$ cat src/rtl/interrupt_controller_pkg.sv
// Shared definitions for the interrupt controller: source count default, register offsets,
// vector width and FSM state encoding.
package interrupt_controller_pkg;

    localparam int unsigned NsrcDefault = 6;
    localparam int unsigned VecW        = 3;

    localparam logic [2:0] AddrPending   = 3'd0;
    localparam logic [2:0] AddrMask      = 3'd2;
    localparam logic [2:0] AddrInservice = 3'd4;
    localparam logic [2:0] AddrStatus    = 3'd6;

    typedef enum logic {
        StIdle = 1'b0,
        StReq  = 1'b1
    } intc_state_e;

endpackage

$ cat src/rtl/intc_prio_enc.sv
// Fixed-priority encoder: returns the lowest set index of the input vector (index 0 wins).
module intc_prio_enc
    import interrupt_controller_pkg::*;
#(
    parameter int unsigned N = NsrcDefault
) (
    input  logic [N-1:0]    vec,
    output logic [VecW-1:0] idx,
    output logic            valid
);

    always_comb begin
        idx   = '0;
        valid = 1'b0;
        for (int i = N - 1; i >= 0; i--) begin
            if (vec[i]) begin
                idx   = VecW'(i);
                valid = 1'b1;
            end
        end
    end

endmodule

$ cat src/rtl/interrupt_controller.sv
// Prioritised interrupt controller with PENDING/MASK/INSERVICE registers and an IDLE/REQ
// handshake FSM. Define INTC_NESTING_EN to allow higher-priority sources to preempt.
module interrupt_controller
    import interrupt_controller_pkg::*;
#(
    parameter int unsigned NSRC = NsrcDefault
) (
    input  logic            clock,
    input  logic            reset,
    input  logic [NSRC-1:0] irq_in,
    input  logic            read_enable,
    input  logic            write_enable,
    input  logic [2:0]      address,
    input  logic [15:0]     write_data_in,
    output logic [15:0]     read_data_out,
    output logic            int_req,
    output logic [2:0]      int_vector,
    input  logic            int_ack,
    input  logic            int_eoi
);

    logic [NSRC-1:0] irq_q, pending_q, pending_d, mask_q, mask_d, inservice_q, inservice_d;
    logic [NSRC-1:0] rise, w1c, eligible, ack_set, eoi_clr, vec_oh;
    logic [VecW-1:0] vector_q, vector_d, elig_idx, is_idx;
    logic            armed_q, elig_valid, is_valid, keep;
    intc_state_e     state_q, state_d;
    logic            unused_wdata;

    assign unused_wdata = ^write_data_in[15:NSRC];

    // Edges are suppressed for the first cycle after reset so levels already high are ignored.
    assign rise   = irq_in & ~irq_q & {NSRC{armed_q}};
    assign w1c    = (write_enable && address == AddrPending) ? write_data_in[NSRC-1:0] : '0;
    assign mask_d = (write_enable && address == AddrMask) ? write_data_in[NSRC-1:0] : mask_q;
    assign vec_oh = NSRC'(1) << vector_q;

    intc_prio_enc #(.N(NSRC)) u_is_enc (
        .vec   (inservice_q),
        .idx   (is_idx),
        .valid (is_valid)
    );

`ifdef INTC_NESTING_EN
    always_comb begin
        eligible = '0;
        for (int i = 0; i < NSRC; i++) begin
            eligible[i] = pending_q[i] & mask_q[i] & (!is_valid || (VecW'(i) < is_idx));
        end
    end
`else
    assign eligible = is_valid ? '0 : (pending_q & mask_q);
`endif

    intc_prio_enc #(.N(NSRC)) u_elig_enc (
        .vec   (eligible),
        .idx   (elig_idx),
        .valid (elig_valid)
    );

    // Withdrawal looks at post-edge mask/pending so the request drops right after the write.
    assign keep = |(vec_oh & mask_d & ((pending_q & ~w1c) | rise));

    always_comb begin
        state_d  = state_q;
        vector_d = vector_q;
        ack_set  = '0;
        case (state_q)
            StIdle: begin
                if (elig_valid) begin
                    state_d  = StReq;
                    vector_d = elig_idx;
                end
            end
            StReq: begin
                if (int_ack) begin
                    ack_set = vec_oh;
                    state_d = StIdle;
                end else if (!keep) begin
                    state_d = StIdle;
                end
            end
            default: state_d = StIdle;
        endcase
    end

    assign eoi_clr     = (int_eoi && is_valid) ? (NSRC'(1) << is_idx) : '0;
    assign pending_d   = (pending_q & ~w1c & ~ack_set) | rise;
    assign inservice_d = (inservice_q & ~eoi_clr) | ack_set;

    always_ff @(posedge clock or negedge reset) begin
        if (!reset) begin
            irq_q       <= '0;
            armed_q     <= 1'b0;
            pending_q   <= '0;
            mask_q      <= '0;
            inservice_q <= '0;
            state_q     <= StIdle;
            vector_q    <= '0;
        end else begin
            irq_q       <= irq_in;
            armed_q     <= 1'b1;
            pending_q   <= pending_d;
            mask_q      <= mask_d;
            inservice_q <= inservice_d;
            state_q     <= state_d;
            vector_q    <= vector_d;
        end
    end

    assign int_req    = (state_q == StReq);
    assign int_vector = vector_q;

    always_comb begin
        read_data_out = '0;
        if (read_enable) begin
            case (address)
                AddrPending:   read_data_out = 16'(pending_q);
                AddrMask:      read_data_out = 16'(mask_q);
                AddrInservice: read_data_out = 16'(inservice_q);
                AddrStatus:    read_data_out = {vector_q[2], 12'b0, int_req, vector_q[1:0]};
                default:       read_data_out = '0;
            endcase
        end
    end

endmodule

$ cat config.mk
export PLATFORM = sky130hd
export DESIGN_NAME = interrupt_controller
export DESIGN_NICKNAME = d
export VERILOG_FILES = /design/src/rtl/interrupt_controller_pkg.sv /design/src/rtl/intc_prio_enc.sv /design/src/rtl/interrupt_controller.sv
export SDC_FILE = /design/constraint.sdc
export NUM_CORES = 1
export LEC_CHECK = 0
export CORE_MARGIN = 2
export CORE_UTILIZATION = 25
export DETAILED_ROUTE_END_ITERATION = 7
export GPL_TIMING_DRIVEN = 0
export SLEW_MARGIN = 10
export SYNTH_ARGS = -nofsm -noshare
export SYNTH_HDL_FRONTEND = slang
export SYNTH_HIERARCHICAL = 1
export SYNTH_SLANG_ARGS = --single-unit
$ cat constraint.sdc
create_clock -name clock -period 2.4 [get_ports clock]
set_clock_uncertainty 0.05 [all_clocks]
set_input_delay 0.6 -clock clock [delete_from_list [all_inputs] [get_ports clock]]
set_output_delay 0.6 -clock clock [all_outputs]
set_load 0.03 [all_outputs]
==> summary.md, run 1 <==
The run finished with clean final reports. Row generation in the floorplan step produced 31 rows. The number of hold buffers added after CTS was 0. The most used flip-flop cell after synthesis is dfrtp_1. Once placement finished, the instance area stood at 2340 µm².

The number of diodes is 0. The largest net degree at the start of global routing is 30. Among all cell types in the netlist, the one instantiated most often is dfrtp_1. The synthesized design contains 0 enable-type register cells. The tools report the latest clock arrival within the worst-skew pair as 0.28 ns. The share of synthesized area in the top cell type comes to 38.4%. In the routed layout, each cell is associated on average with a via count of 4.71. The worst-margin pin slew came out at 0.671 ns. The number of pins with negative max-slew slack in the final report is 0. The share of final-layout standard cells stronger than drive strength 1 is 20.4%. Global routing used 12.2% of the available tracks across all layers. The number of maximum-capacitance violations came out at 0.

The total wirelength of the detailed-routed design came out at 4910 µm. TritonCTS built the clock tree. In the finished design, the share of the clock period the worst path needs comes to 96.2%. The critical path data required time came out at 1.75 ns.

In this run, CTS created clock tree buffers numbering 5. The area growth from synthesis to final layout came out at 27.9%. With fillers left out, the area of the finished cells amounts to 2420 µm². In this run the remaining antenna-violating nets after routing total 0.

The logs give 37 for the count of different cell masters after synthesis and 0 ns for the total negative setup slack. The post-layout minimum cycle time is 2.31 ns. The floorplan die area is 8270 µm².

The worst register-to-register path has a depth of 7. The min-delay analysis places its worst path in the category in -> async. In this run the horizontal extent of the chip is 90.9 µm. The number of synthesized register bits is 29.

The y dimension of the die was 90.9 µm; the wire length of the first global-routing pass was 7910 µm. The biggest area contributor in the post-synthesis netlist is dfrtp_1. The synthesized instance count is 205.

The post-synthesis sequential area ratio was 38.4%; the number of hold violations in the final report was 0. Static timing analysis puts the maximum clock frequency at 433 MHz. At the end of the flow, the number of nets in the layout was 280. The clock-pin transition on the worst setup and hold timing paths is 0.06 ns, and the final estimated routing congestion in global placement is 0.865. The via count of the first global-routing pass came out at 1,619. The headroom to the max-slew limit is 55.3%. In this run the critical register-to-register path is launched from inservice_q[0]. VDD sags by at most 0.407 mV.

After the first detailed-routing iteration, the DRC count stood at 129. For the count of yosys warnings during synthesis, the log shows 6. Sorting the synthesized cells by area gives the leading types as dfrtp_1, mux2i_1, nor2_1, nand2b_1, buf_4. Once the floorplan was initialized, standard cells occupied 25.9% of the core.

The class of the most critical setup path was reg -> out. The synthesized netlist occupies a cell area of 1890 µm². The run gives 2 as the H-tree level count.

The detailed router placed 1,644 vias in this run. Averaged over all synthesized cells, the footprint is 9.22 µm². The data arrival time of the critical path was 1.66 ns. Of all flip-flops after synthesis, the portion carrying an async set or reset was 100%. By count the netlist is led by dfrtp_1, nor2_1, nand2_1.

The routed wirelength normalized by instance count is 14.1 µm, and the core area is 7290 µm². For this run, design rule violations remaining after detail routing come to 0. The worst setup path is launched from a flip-flop. Setup repair after global routing left no endpoint under its margin. Along the worst path, the maximum fanout reaches 10. Summed over all nets, the half-perimeter wirelength after detailed placement is 3710 µm. The initial antenna violation count was 0. The root buffer cell chosen for the clock tree is clkbuf_8.

For the setup slack on the worst flop-to-flop path, the log shows 0.19 ns. 51 I/O pins were placed. The power density relative to cell area came out at 895 nW/µm². The endpoint type of the worst setup path was a primary output. The count of buffers from port buffering was 30.

The total setup violations reported at the end of the flow is 0. In this run the critical register-to-register path is captured at int_vector[1]. The static leakage power is 1.05 nW. The total overflow left after global routing is 0. The TritonCTS sink count was 29. The pre-antenna-repair detailed-routing pass consisted of 4 iterations.

No sink is reached through more buffers than the 2 on the longest clock path.
==> worst max path at each step <==
stage,start,to,slack (ns),cells past startpoint
floorplan,address[2],read_data_out[2],0.16,4
global placement,address[1],read_data_out[4],-0.90,6
detailed placement,address[1],read_data_out[4],-0.89,6
CTS,address[1],read_data_out[4],0.01,6
global route,address[1],read_data_out[2],0.001,6
finish,int_vector[1],read_data_out[1],0.09,5
==> sequential cells by signal, indices dropped and copies added, names as in the netlist <==
| register | flops |
|---|---|
| mask_q | 6 |
| armed_q | 1 |
| int_req | 1 |
| inservice_q | 6 |
| irq_q | 6 |
| int_vector | 3 |
| pending_q | 6 |
==> metal layers <==
metal	track usage, %	vias up	part of all wire [%]
li1	-	799	-
met1	17.0	765	45
met2	18.2	71	44
met3	2.82	9	8.9
met4	4.67	0	1.4
met5	0	-	0
==> area by class of cell <==
type,instances,area (µm²)
clock buffer,8,80.1
fill,808,4880
timing repair buffer,30,265
inverter,11,41.3
sequential,29,727
multi-input combinational,157,1060
tap,99,124
buffer,15,119
==> cells by family after synthesis <==
kind of cell,after synthesis,synth area share (%)
buf+inv,27,8.21
flops,29,38.4
simple gates,89,26.5
other cells,2,0.397
mux,21,12.2
compound gates,37,14.3
==> cells in the final DEF (no fill, tap or decap), drive strengths merged, types with 3 or more instances in the layout <==
cell type	n
nor2	28
nand3b	7
o41ai	3
nand3	4
nor2b	4
inv	11
clkbuf	11
a32oi	3
nand2	18
nand2b	13
a21oi	7
o21ai	5
nor4b	3
o31ai	4
mux2	10
conb	10
buf	20
o22a	3
mux2i	11
a21o	3
dfrtp	29
nand4b	4
clkdlybuf4s50	20
o211ai	6
==> critical path, stage by stage, from the launching register on <==
cell	delay [ns]
dfrtp_1	0.47
clkbuf_2	0.30
mux2i_1	0.13
o22a_1	0.21
nor2_1	0.07
buf_2	0.20
==> power breakdown <==
part	leakage, nW	internal, mW	switching (mW)
Clock	0.0395	0.205	0.176
Combinational	0.665	0.444	0.545
Sequential	0.346	0.613	0.179
Total	1.05	1.26	0.900
==> stage by stage <==
step | std cells | worst slack [ns] | hold slack, ns | utilization (%) | total power [mW]
floorplan | 213 | 0.160 | 0.254 | - | 1.46
global placement | 342 | -0.903 | 0.457 | 32.1 | 1.73
detailed placement | 342 | -0.891 | 0.468 | 32.1 | 1.75
CTS | 349 | 0.0105 | 0.327 | 33.2 | 2.14
global route | 349 | 0.00134 | 0.357 | 33.1 | 2.31
finish | 349 | 0.0908 | 0.308 | 33.1 | 2.16
==> what timing repair did <==
item	in CTS	in global routing
setup buffers	0	0
endpoints found under the setup margin	7	11
gates resized for setup	37	16
endpoints found under the hold margin	0	0
Power figures use the tool's default switching activity.
==> run 2: changes to the inputs <==
- CTS_CLUSTER_DIAMETER: unset -> 60
- PLACE_DENSITY: unset -> 0.58
- SKIP_CTS_REPAIR_TIMING: unset -> 1
==> summary.md, run 2 (synthesis gave the netlist of run 1 again) <==
The flow ran to the end, and the final reports show no timing, DRC or antenna violations. The post-route worst setup slack is 0.0595 ns (-0.0313 ns), and the count of buffers from port buffering is 30 (unchanged). The headroom to the max-slew limit was 55.2% (about the same). Leaving out fill and tap cells, the most frequent cell in the layout is dfrtp_1.

The class of the most critical setup path is in -> out. The startpoint class of the critical path is a primary input. The number of nets in the layout was 281 (+0.36%). The power density relative to cell area is 896 nW/µm² (+0.12%), and the total grt overflow is 0 (unchanged). The logs give 5100 µm (+3.7%) for the total wirelength of the detailed-routed design and 0 (unchanged) for the initial antenna violation count.

The endpoint type of the worst setup path is a primary output. The number of maximum-capacitance violations was 0 (unchanged). The run gives 33.4% (+0.24 points) as the final standard cell utilization of the core. The via density per instance works out to 4.71 (about the same). The tree is rooted in a clkbuf_8. The horizontal die dimension was 90.9 µm (unchanged). The routed wirelength normalized by instance count is 14.6 µm (+3.4%), and the final estimated routing congestion in global placement is 0.903 (+4.5%).

The count of non-filler cells in the finished layout is 350 (+0.29%), and the largest vdd supply drop is 0.307 mV (-25%). The run gives 1,625 (+0.37%) as the via count of the first global-routing pass. The data arrival time of the critical path was 1.69 ns (+0.03 ns); the ratio of final minimum period to clock period was 97.5% (+1.3 points). The setup slack on the worst flop-to-flop path came out at 0.21 ns (+0.02 ns).

TritonCTS built the clock tree. In the layout the commonest cells are dfrtp_1, nor2_1, clkdlybuf4s50_1. The logs give 0 (unchanged) for the total setup violations reported at the end of the flow and 1.75 ns (about the same) for the critical path data required time. The floorplan row count is 31 (unchanged), and the starting DRC count in detailed routing is 80 (-38%). The TritonCTS sink count came out at 29 (unchanged).

The run gives 5 (unchanged) as the total CTS buffers. The run gives 0.28 ns (about the same) as the latest clock arrival within the worst-skew pair. The worst register-to-register path ends at int_vector[1]. Area after detailed placement: 2340 µm² (unchanged).

The share of final-layout standard cells stronger than drive strength 1 is 20.3% (-0.081 points). The worst-margin pin slew was 0.671 ns (+0.000352 ns). Worst min-delay path class: in -> async. The clock-pin transition on the worst setup and hold timing paths is 0.07 ns (about the same).

Floorplan die area: 8270 µm² (unchanged). The number of placed instances, taps included was 342 (unchanged). The critical register-to-register path startpoint was inservice_q[0].

Number of fillers in the final layout: 768 (-5.0%). The y dimension of the die was 90.9 µm (unchanged); the antenna violation net count after detailed routing was 0 (unchanged). The global-route usage over all layers is 12.9% (+0.74 points), and the core area is 7290 µm² (unchanged). The tools report the buffer depth of the longest clock path as 2 (unchanged). Setup repair after global routing left no endpoint under its margin. The pre-CTS setup slack is -0.943 ns (-0.0518 ns). The logs give 1,648 (+0.24%) for the total vias in the final route and 427 MHz (-1.3%) for the highest clock rate. The maximum fanout along the worst path is 10 (unchanged), and the post-route cell area is 2430 µm² (+0.72%). The count of boundary I/O pins came out at 51 (unchanged). The run gives 0 ns (unchanged) as the total negative setup slack. The effective utilization at floorplan was 25.9% (unchanged); the largest net degree at the start of global routing was 30 (unchanged).

The detailed-route DRC error count is 0 (unchanged). The post-layout minimum cycle time is 2.34 ns (+0.0313 ns). H-tree level count: 2 (unchanged). The number of cells on the worst reg-to-reg path came out at 7 (unchanged). Number of pins with negative max-slew slack in the final report: 0 (unchanged).

The static leakage power came out at 1.09 nW (+4.0%). The number of hold violations in the final report was 0 (unchanged); the area growth from synthesis to final layout was 28.8%. Number of diodes: 0 (unchanged). The placed wire-length estimate was 3850 µm (+3.8%); the first-pass detailed-route iteration total was 4 (unchanged). The run gives 8350 µm (+5.5%) as the wire length of the first global-routing pass.
-- run 2: layout make-up --
| class | instances | area, µm² | area share (%) |
|---|---|---|---|
| timing repair buffer | 30 | 273 | 11.2 |
| sequential | 29 | 726 | 29.8 |
| buffer | 16 | 124 | 5.09 |
| multi-input combinational | 157 | 1060 | 43.7 |
| clock buffer | 6 | 72.6 | 2.98 |
| clock inverter | 2 | 10.0 | 0.411 |
| inverter | 11 | 41.3 | 1.70 |
| tap | 99 | 124 | 5.09 |
-- run 2: through the flow --
stage | power, mW | hold slack [ns]
CTS | 2.15 | 0.330
global route | 2.35 | 0.346
finish | 2.18 | 0.287
floorplan | 1.46 | 0.254
global placement | 1.73 | 0.462
detailed placement | 1.75 | 0.467
-- run 2: per-layer routing --
metal  GRT usage [%]  part of all wire (%)
met5               0                     0
met4            5.43                   2.4
met3            3.32                   5.4
met2            19.3                    42
met1            17.6                    50
-- run 2: worst max-delay path, cell delays in order --
cell	delay, ns
dlymetal6s2s_1	0.19
buf_6	0.20
mux2i_2	0.27
o22a_1	0.19
nor2_1	0.04
clkbuf_2	0.19
-- run 2: power by group --
| part | total, mW | leakage, nW | internal, mW | switching [mW] |
|---|---|---|---|---|
| clock | 0.394 | 0.0450 | 0.201 | 0.193 |
| sequential | 0.771 | 0.347 | 0.612 | 0.159 |
| combinational | 1.02 | 0.700 | 0.451 | 0.564 |
-- run 2: worst max path at each step --
stage          depth (start not counted)         from                end
2_1_floorplan                          4   address[2]   read_data_out[2]
3_3_place_gp                           6   address[1]   read_data_out[4]
3_5_place_dp                           6   address[1]   read_data_out[4]
4_1_cts                                6   address[1]   read_data_out[4]
5_1_grt                                4  read_enable  read_data_out[15]
6_report                               6   address[1]   read_data_out[0]
